### src/rtl/dnn_result_pkg.sv
// Shared types and defaults for the DNN result/argmax output stage.
package dnn_result_pkg;

  localparam int unsigned DEF_DATA_WIDTH  = 7;
  localparam int unsigned DEF_NUM_CLASSES = 10;
  localparam int unsigned DEF_MARGIN_THR  = 4;

  // Index width needed to address n entries (at least one bit).
  function automatic int unsigned idx_width(input int unsigned n);
    return (n <= 2) ? 1 : $clog2(n);
  endfunction

  localparam int unsigned DEF_IDX_WIDTH = idx_width(DEF_NUM_CLASSES);

  typedef enum logic [1:0] {
    IDLE = 2'd0,
    SCAN = 2'd1,
    DONE = 2'd2
  } state_t;

  typedef logic signed [DEF_DATA_WIDTH-1:0] score_t;

  localparam score_t SCORE_MIN = {1'b1, {(DEF_DATA_WIDTH-1){1'b0}}};

endpackage

### src/rtl/dnn_argmax_step.sv
// One signed argmax update: folds score s into the running best/second pair.
module dnn_argmax_step #(
  parameter int unsigned DATA_WIDTH = 7,
  parameter int unsigned IDX_WIDTH  = 4
) (
  input  logic signed [DATA_WIDTH-1:0] best_i,
  input  logic signed [DATA_WIDTH-1:0] second_i,
  input  logic        [IDX_WIDTH-1:0]  best_idx_i,
  input  logic signed [DATA_WIDTH-1:0] s_i,
  input  logic        [IDX_WIDTH-1:0]  ptr_i,
  output logic signed [DATA_WIDTH-1:0] best_nxt_c,
  output logic signed [DATA_WIDTH-1:0] second_nxt_c,
  output logic        [IDX_WIDTH-1:0]  best_idx_nxt_c
);

  // Strict compare on best keeps the lowest index on ties; ties still lift second.
  always_comb begin
    best_nxt_c     = best_i;
    second_nxt_c   = second_i;
    best_idx_nxt_c = best_idx_i;
    if (s_i > best_i) begin
      second_nxt_c   = best_i;
      best_nxt_c     = s_i;
      best_idx_nxt_c = ptr_i;
    end else if (s_i > second_i) begin
      second_nxt_c = s_i;
    end
  end

endmodule

### src/rtl/dnn_result_unit.sv
// Output stage: snapshots class scores, runs a sequential argmax scan and
// provides a registered indexed read port into the snapshot.
module dnn_result_unit
  import dnn_result_pkg::*;
#(
  parameter int unsigned DATA_WIDTH  = DEF_DATA_WIDTH,
  parameter int unsigned NUM_CLASSES = DEF_NUM_CLASSES,
  parameter int unsigned IDX_WIDTH   = idx_width(NUM_CLASSES),
  parameter int unsigned MARGIN_THR  = DEF_MARGIN_THR
) (
  input  logic                         clk,
  input  logic                         rst,
  input  logic                         capture,
  input  logic                         clear,
  input  logic signed [DATA_WIDTH-1:0] scores_in [NUM_CLASSES],
  input  logic                         rd_en,
  input  logic        [IDX_WIDTH-1:0]  rd_idx,
  output logic signed [DATA_WIDTH-1:0] rd_data,
  output logic                         rd_err,
  output logic                         busy,
  output logic                         result_valid,
  output logic        [IDX_WIDTH-1:0]  class_idx,
  output logic signed [DATA_WIDTH-1:0] class_score,
  output logic        [DATA_WIDTH-1:0] margin,
  output logic                         low_conf
);

  localparam logic        [IDX_WIDTH-1:0]  LAST_IDX  = IDX_WIDTH'(NUM_CLASSES - 1);
  localparam logic signed [DATA_WIDTH-1:0] MIN_SCORE = {1'b1, {(DATA_WIDTH-1){1'b0}}};
  localparam logic        [DATA_WIDTH-1:0] THR       = DATA_WIDTH'(MARGIN_THR);

  state_t state_q, state_d;
  logic signed [DATA_WIDTH-1:0] snap_q [NUM_CLASSES];
  logic signed [DATA_WIDTH-1:0] snap_d [NUM_CLASSES];
  logic signed [DATA_WIDTH-1:0] best_q, best_d, second_q, second_d;
  logic        [IDX_WIDTH-1:0]  best_idx_q, best_idx_d, ptr_q, ptr_d;
  logic signed [DATA_WIDTH-1:0] rd_data_q, rd_data_d, class_score_q, class_score_d;
  logic                         rd_err_q, rd_err_d, busy_q, busy_d;
  logic                         valid_q, valid_d, low_conf_q, low_conf_d;
  logic        [IDX_WIDTH-1:0]  class_idx_q, class_idx_d;
  logic        [DATA_WIDTH-1:0] margin_q, margin_d;

  logic signed [DATA_WIDTH-1:0] scan_s_c, step_best_c, step_second_c;
  logic        [IDX_WIDTH-1:0]  step_idx_c;
  logic        [DATA_WIDTH-1:0] margin_c;

  assign scan_s_c = snap_q[ptr_q];

  dnn_argmax_step #(
    .DATA_WIDTH(DATA_WIDTH),
    .IDX_WIDTH (IDX_WIDTH)
  ) u_step (
    .best_i        (best_q),
    .second_i      (second_q),
    .best_idx_i    (best_idx_q),
    .s_i           (scan_s_c),
    .ptr_i         (ptr_q),
    .best_nxt_c    (step_best_c),
    .second_nxt_c  (step_second_c),
    .best_idx_nxt_c(step_idx_c)
  );

  // Difference taken one bit wider, then truncated to the unsigned margin width.
  assign margin_c = DATA_WIDTH'((DATA_WIDTH+1)'(step_best_c) - (DATA_WIDTH+1)'(step_second_c));

  // Next-state and register updates; clear beats capture beats scan step.
  always_comb begin
    state_d       = state_q;
    snap_d        = snap_q;
    best_d        = best_q;
    second_d      = second_q;
    best_idx_d    = best_idx_q;
    ptr_d         = ptr_q;
    rd_data_d     = rd_data_q;
    rd_err_d      = rd_err_q;
    valid_d       = valid_q;
    class_idx_d   = class_idx_q;
    class_score_d = class_score_q;
    margin_d      = margin_q;
    low_conf_d    = low_conf_q;

    if (rd_en) begin
      if (rd_idx > LAST_IDX) begin
        rd_data_d = '0;
        rd_err_d  = 1'b1;
      end else begin
        rd_data_d = snap_q[rd_idx];
        rd_err_d  = 1'b0;
      end
    end

    if (clear) begin
      state_d       = IDLE;
      valid_d       = 1'b0;
      for (int i = 0; i < NUM_CLASSES; i++) snap_d[i] = '0;
      best_d        = '0;
      second_d      = '0;
      best_idx_d    = '0;
      ptr_d         = '0;
      class_idx_d   = '0;
      class_score_d = '0;
      margin_d      = '0;
      low_conf_d    = 1'b0;
    end else if (capture) begin
      state_d    = SCAN;
      valid_d    = 1'b0;
      snap_d     = scores_in;
      best_d     = scores_in[0];
      best_idx_d = '0;
      second_d   = MIN_SCORE;
      ptr_d      = IDX_WIDTH'(1);
    end else if (state_q == SCAN) begin
      best_d     = step_best_c;
      second_d   = step_second_c;
      best_idx_d = step_idx_c;
      ptr_d      = ptr_q + IDX_WIDTH'(1);
      if (ptr_q == LAST_IDX) begin
        state_d       = DONE;
        valid_d       = 1'b1;
        class_idx_d   = step_idx_c;
        class_score_d = step_best_c;
        margin_d      = margin_c;
        low_conf_d    = (margin_c < THR);
      end
    end

    busy_d = (state_d == SCAN);
  end

  // State and datapath registers with asynchronous active-low reset.
  always_ff @(posedge clk or negedge rst) begin
    if (!rst) begin
      state_q       <= IDLE;
      for (int i = 0; i < NUM_CLASSES; i++) snap_q[i] <= '0;
      best_q        <= '0;
      second_q      <= '0;
      best_idx_q    <= '0;
      ptr_q         <= '0;
      rd_data_q     <= '0;
      rd_err_q      <= 1'b0;
      busy_q        <= 1'b0;
      valid_q       <= 1'b0;
      class_idx_q   <= '0;
      class_score_q <= '0;
      margin_q      <= '0;
      low_conf_q    <= 1'b0;
    end else begin
      state_q       <= state_d;
      snap_q        <= snap_d;
      best_q        <= best_d;
      second_q      <= second_d;
      best_idx_q    <= best_idx_d;
      ptr_q         <= ptr_d;
      rd_data_q     <= rd_data_d;
      rd_err_q      <= rd_err_d;
      busy_q        <= busy_d;
      valid_q       <= valid_d;
      class_idx_q   <= class_idx_d;
      class_score_q <= class_score_d;
      margin_q      <= margin_d;
      low_conf_q    <= low_conf_d;
    end
  end

  assign rd_data      = rd_data_q;
  assign rd_err       = rd_err_q;
  assign busy         = busy_q;
  assign result_valid = valid_q;
  assign class_idx    = class_idx_q;
  assign class_score  = class_score_q;
  assign margin       = margin_q;
  assign low_conf     = low_conf_q;

endmodule

### config.mk
export PLATFORM = sky130hd
export DESIGN_NAME = dnn_result_unit
export DESIGN_NICKNAME = d
export VERILOG_FILES = /design/src/rtl/dnn_result_pkg.sv /design/src/rtl/dnn_argmax_step.sv /design/src/rtl/dnn_result_unit.sv
export SDC_FILE = /design/constraint.sdc
export NUM_CORES = 1
export LEC_CHECK = 0
export CAP_MARGIN = 0
export CORE_ASPECT_RATIO = 1.4
export CORE_UTILIZATION = 28
export DETAILED_ROUTE_END_ITERATION = 10
export PLACE_DENSITY = 0.46
export SYNTH_ARGS = -nofsm -noshare
export SYNTH_HDL_FRONTEND = slang
export SYNTH_SLANG_ARGS = --single-unit
export TNS_END_PERCENT = 50
### constraint.sdc
create_clock -name clk -period 11.7 [get_ports clk]
set_input_delay 2.34 -clock clk [delete_from_list [all_inputs] [get_ports clk]]
set_output_delay 2.34 -clock clk [all_outputs]
set_load 0.02 [all_outputs]
==> metrics.cfg <==
[status]
outcome=complete, no violations

[floorplan]
dieArea_um2=25600
pin_count=108
die_w_um=136
initial_core_util_pct=28.4
core_area_um2=24600
dieHeight_um=189
rows=68

[power]
p_clk_share_pct=40.2
combPwrFrac_pct=24.4
leakage_nw=3.91
power_frac_seq_pct=35.4
power.density_nw_per_um2=148
intPower_mw=0.910
p_switching_mw=0.400
power_switching_share_pct=30.5
vdd_ir_drop_max_v=0.000109

[yosys]
seq_area_frac_synth_pct=44.0
synth_area_leaders=dfrtp_1, mux2i_1, mux4_2
synth.top_cell.area_share_pct=44.0
syn-instance-count=653
yosysUniqueCellTypes=51
ys_ff_latch=123
yosys.area.top_type=dfrtp_1
yosys_warnings=0
synth.cell_area_um2=6990
async_flop_share_pct=100
synth_edf_count=0
synth_nets=756
synth_ff_type=dfrtp_1
syn_avg_cell_area_um2=10.7

[clocking]
ctsHoldBuffers=0
clock_latency_ns=0.42
cts_max_path_buffers=2
htree_num_levels=4
cts_resized=0
post_cts_buffers=0
tritoncts=yes
cts_root_buffer=clkbuf_16
cts.sinks=123
path_clk_slew_ns=0.06
cts-buffers-inserted=17

[detailed_routing]
route.detailed.drc=0
drtPass1Iterations=4
wl_met3_um=699
via_per_inst=4.89
first_iter_violations=244
routed_wl_um=19700
drtAntennaViolNets=0
routed-via-count=5232
wl_met2_um=10300
wl_per_cell_um=18.5
topRoutingLayerUsed=met4
drt-met1-wl_um=8280

[worst_setup_path]
r2r_slack_ns=6.26
cp_slowest_cell=mux4_1
endpoint_kind=flop
cp_slowest_stage_delay_ns=0.61
critPathMaxFanout=22
worst_r2r_endpoint=low_conf$_DFFE_PN0P_
arrival_ns=5.74
cp_cell_sequence=buf_4 > mux4_1 > a221oi_1 > a21oi_1 > ha_1 > a21o_1 > a2111oi_0 > a221o_2 > mux2i_1 > nor2_1 > a21oi_2 > inv_1 > ha_1 > fa_1 > nor2b_1 > nor3_1 > o21bai_1 > a21oi_1 > xnor2_1 > xnor2_1 > a32o_1
cp-start-kind=flop
worstPathRequired_ns=12.00
crit_buf_inv=2
reg2reg_depth=21
criticalPathCategory=flop to flop
critPathTopFamily=compound AO/OA/AOI/OAI gates
r2r_start=ptr_q[0]$_DFFE_PN0P_

[timing]
final-hold-violation-count=0
drv_slew=0
maxClockFrequency_mhz=184
finalClockSkew_ns=0.0113
worst_slew_pin_slew_ns=1.10
slew_headroom_pct=26.6
fin_hold_ws_ns=0.482
min_period_ns=5.44
fin_crit_sh_pct=46.5
finalSetupViolCount=0
rsz0062_at_grt=false
tns_ns=0

[layout]
syn_to_final_growth_pct=26.6
filler_cell_count=2417
diodes=0
layout-drive-gt1-share_pct=12.2
layout.nets=845

[global_routing]
grt_max_degree=87
antenna_found_initial=0
grt_pass1_wl_um=31400
grtUsageTotal_pct=16.4
grt_pass1_vias=5523
overflow=0

[hold_path]
whs_endpoint=class_idx[1]$_DFFE_PN0P_
hold_start=class_idx[1]$_DFFE_PN0P_
hold_depth=2
hold_path.class=flop to flop

[placed_design]
dp_hpwl_um=14500
io_buffers=107
gp_congestion=0.789

[run]
cap_violations=0

## Yosys cell counts, drive strengths merged, types with 4 or more instances
master / count
nand2b: 10
mux2: 14
clkbuf: 20
a211oi: 8
o21ai: 36
and3: 6
dfrtp: 123
a22oi: 8
nand2: 41
ha: 23
nand3: 7
a21o: 5
a221oi: 7
inv: 29
nor2b: 4
o22ai: 7
a21oi: 39
mux4: 28
mux2i: 76
a22o: 7
nor2: 100
buf: 23
xnor2: 6
## worst max path at each step
stage / startpoint / end / slack, ns / cells past startpoint
after floorplan: ptr_q[0]$_DFFE_PN0P_ / low_conf$_DFFE_PN0P_ / 7.05 / 22
after global placement: ptr_q[0]$_DFFE_PN0P_ / low_conf$_DFFE_PN0P_ / 6.39 / 21
after detailed placement: ptr_q[0]$_DFFE_PN0P_ / low_conf$_DFFE_PN0P_ / 6.24 / 21
after CTS: ptr_q[0]$_DFFE_PN0P_ / low_conf$_DFFE_PN0P_ / 6.24 / 21
after global routing: ptr_q[0]$_DFFE_PN0P_ / low_conf$_DFFE_PN0P_ / 5.78 / 21
final: ptr_q[0]$_DFFE_PN0P_ / low_conf$_DFFE_PN0P_ / 6.26 / 21
## kinds of logic after synthesis
group / after synthesis / synth area share, %
simple gates: 182 / 11.1
compound gates: 126 / 12.3
flops: 123 / 44.0
mux: 118 / 22.4
buf+inv: 72 / 4.76
fa+ha+maj: 24 / 4.40
xor+xnor: 8 / 1.00
## tightest hold or removal path: cells and delay by family (launching register included)
kind,cells,cell delay (ns)
DFF,1,0.34
AOI/OAI and AO/OA,1,0.06
and+or+nand+nor,1,0.05
## registers in the layout, indices dropped and copies added (netlist names)
name          flops
best_idx_q        4
best_q            7
busy              1
class_idx         4
class_score       7
low_conf          1
margin            7
ptr_q             4
rd_data           7
rd_err            1
result_valid      1
second_q          7
snap_q           70
state_q           2
## placed cells by master (no fill, tap or decap), types with 3 or more instances in the layout
| cell | instances |
|---|---|
| nand4_1 | 3 |
| o21ai_0 | 32 |
| nor3_1 | 3 |
| and3_1 | 6 |
| inv_1 | 29 |
| clkinvlp_4 | 3 |
| o22ai_1 | 7 |
| mux2_2 | 12 |
| nand3b_1 | 3 |
| dfrtp_1 | 123 |
| a21oi_1 | 29 |
| mux2i_1 | 76 |
| mux4_2 | 23 |
| o21ai_1 | 4 |
| clkbuf_16 | 17 |
| inv_6 | 3 |
| clkdlybuf4s50_1 | 104 |
| a21o_1 | 5 |
| a21oi_2 | 10 |
| nor2b_1 | 3 |
| nor2_1 | 100 |
| a211oi_1 | 8 |
| nand2b_1 | 10 |
| ha_1 | 23 |
| nand3_1 | 7 |
| xnor2_1 | 6 |
| a22o_1 | 7 |
| clkinv_2 | 3 |
| a221oi_1 | 5 |
| buf_4 | 8 |
| mux4_1 | 5 |
| a22oi_1 | 7 |
| nand2_1 | 41 |
## power by group through the flow
stage               Combinational, mW  Clock [mW]  Sequential (mW)
floorplan                       0.231           0            0.465
global placement                0.318           0            0.471
detailed placement              0.323           0            0.472
CTS                             0.324       0.539            0.464
global route                    0.354       0.557            0.467
finish                          0.319       0.526            0.464
## per-layer routing
metal | vias to the layer above | GRT usage [%]
li1 | 2513 | -
met1 | 2562 | 19.9
met2 | 130 | 28.5
met3 | 27 | 3.05
met4 | 0 | 6.27
met5 | - | 0
## final cells by class
class	instances	area (um2)	share of cell area, %
sequential	123	3080	34.8
timing repair buffer	113	1110	12.5
tap	315	394	4.45
clock inverter	13	141	1.60
clock buffer	19	443	5.00
multi-input combinational	458	3580	40.5
inverter	29	109	1.23
## metrics by stage
stage | cell area, um2 | cells | util (%) | power [mW] | worst slack, ns
6_report | 8860 | 1070 | 36.0 | 1.31 | 6.26
5_1_grt | 8860 | 1070 | 36.0 | 1.38 | 5.78
4_1_cts | 8860 | 1070 | 36.0 | 1.33 | 6.24
3_5_place_dp | 8270 | 1038 | 33.6 | 0.795 | 6.24
3_3_place_gp | 8270 | 1038 | 33.6 | 0.789 | 6.39
2_1_floorplan | 6990 | 653 | - | 0.696 | 7.05
Note: power is estimated with default switching activity, not from simulation.
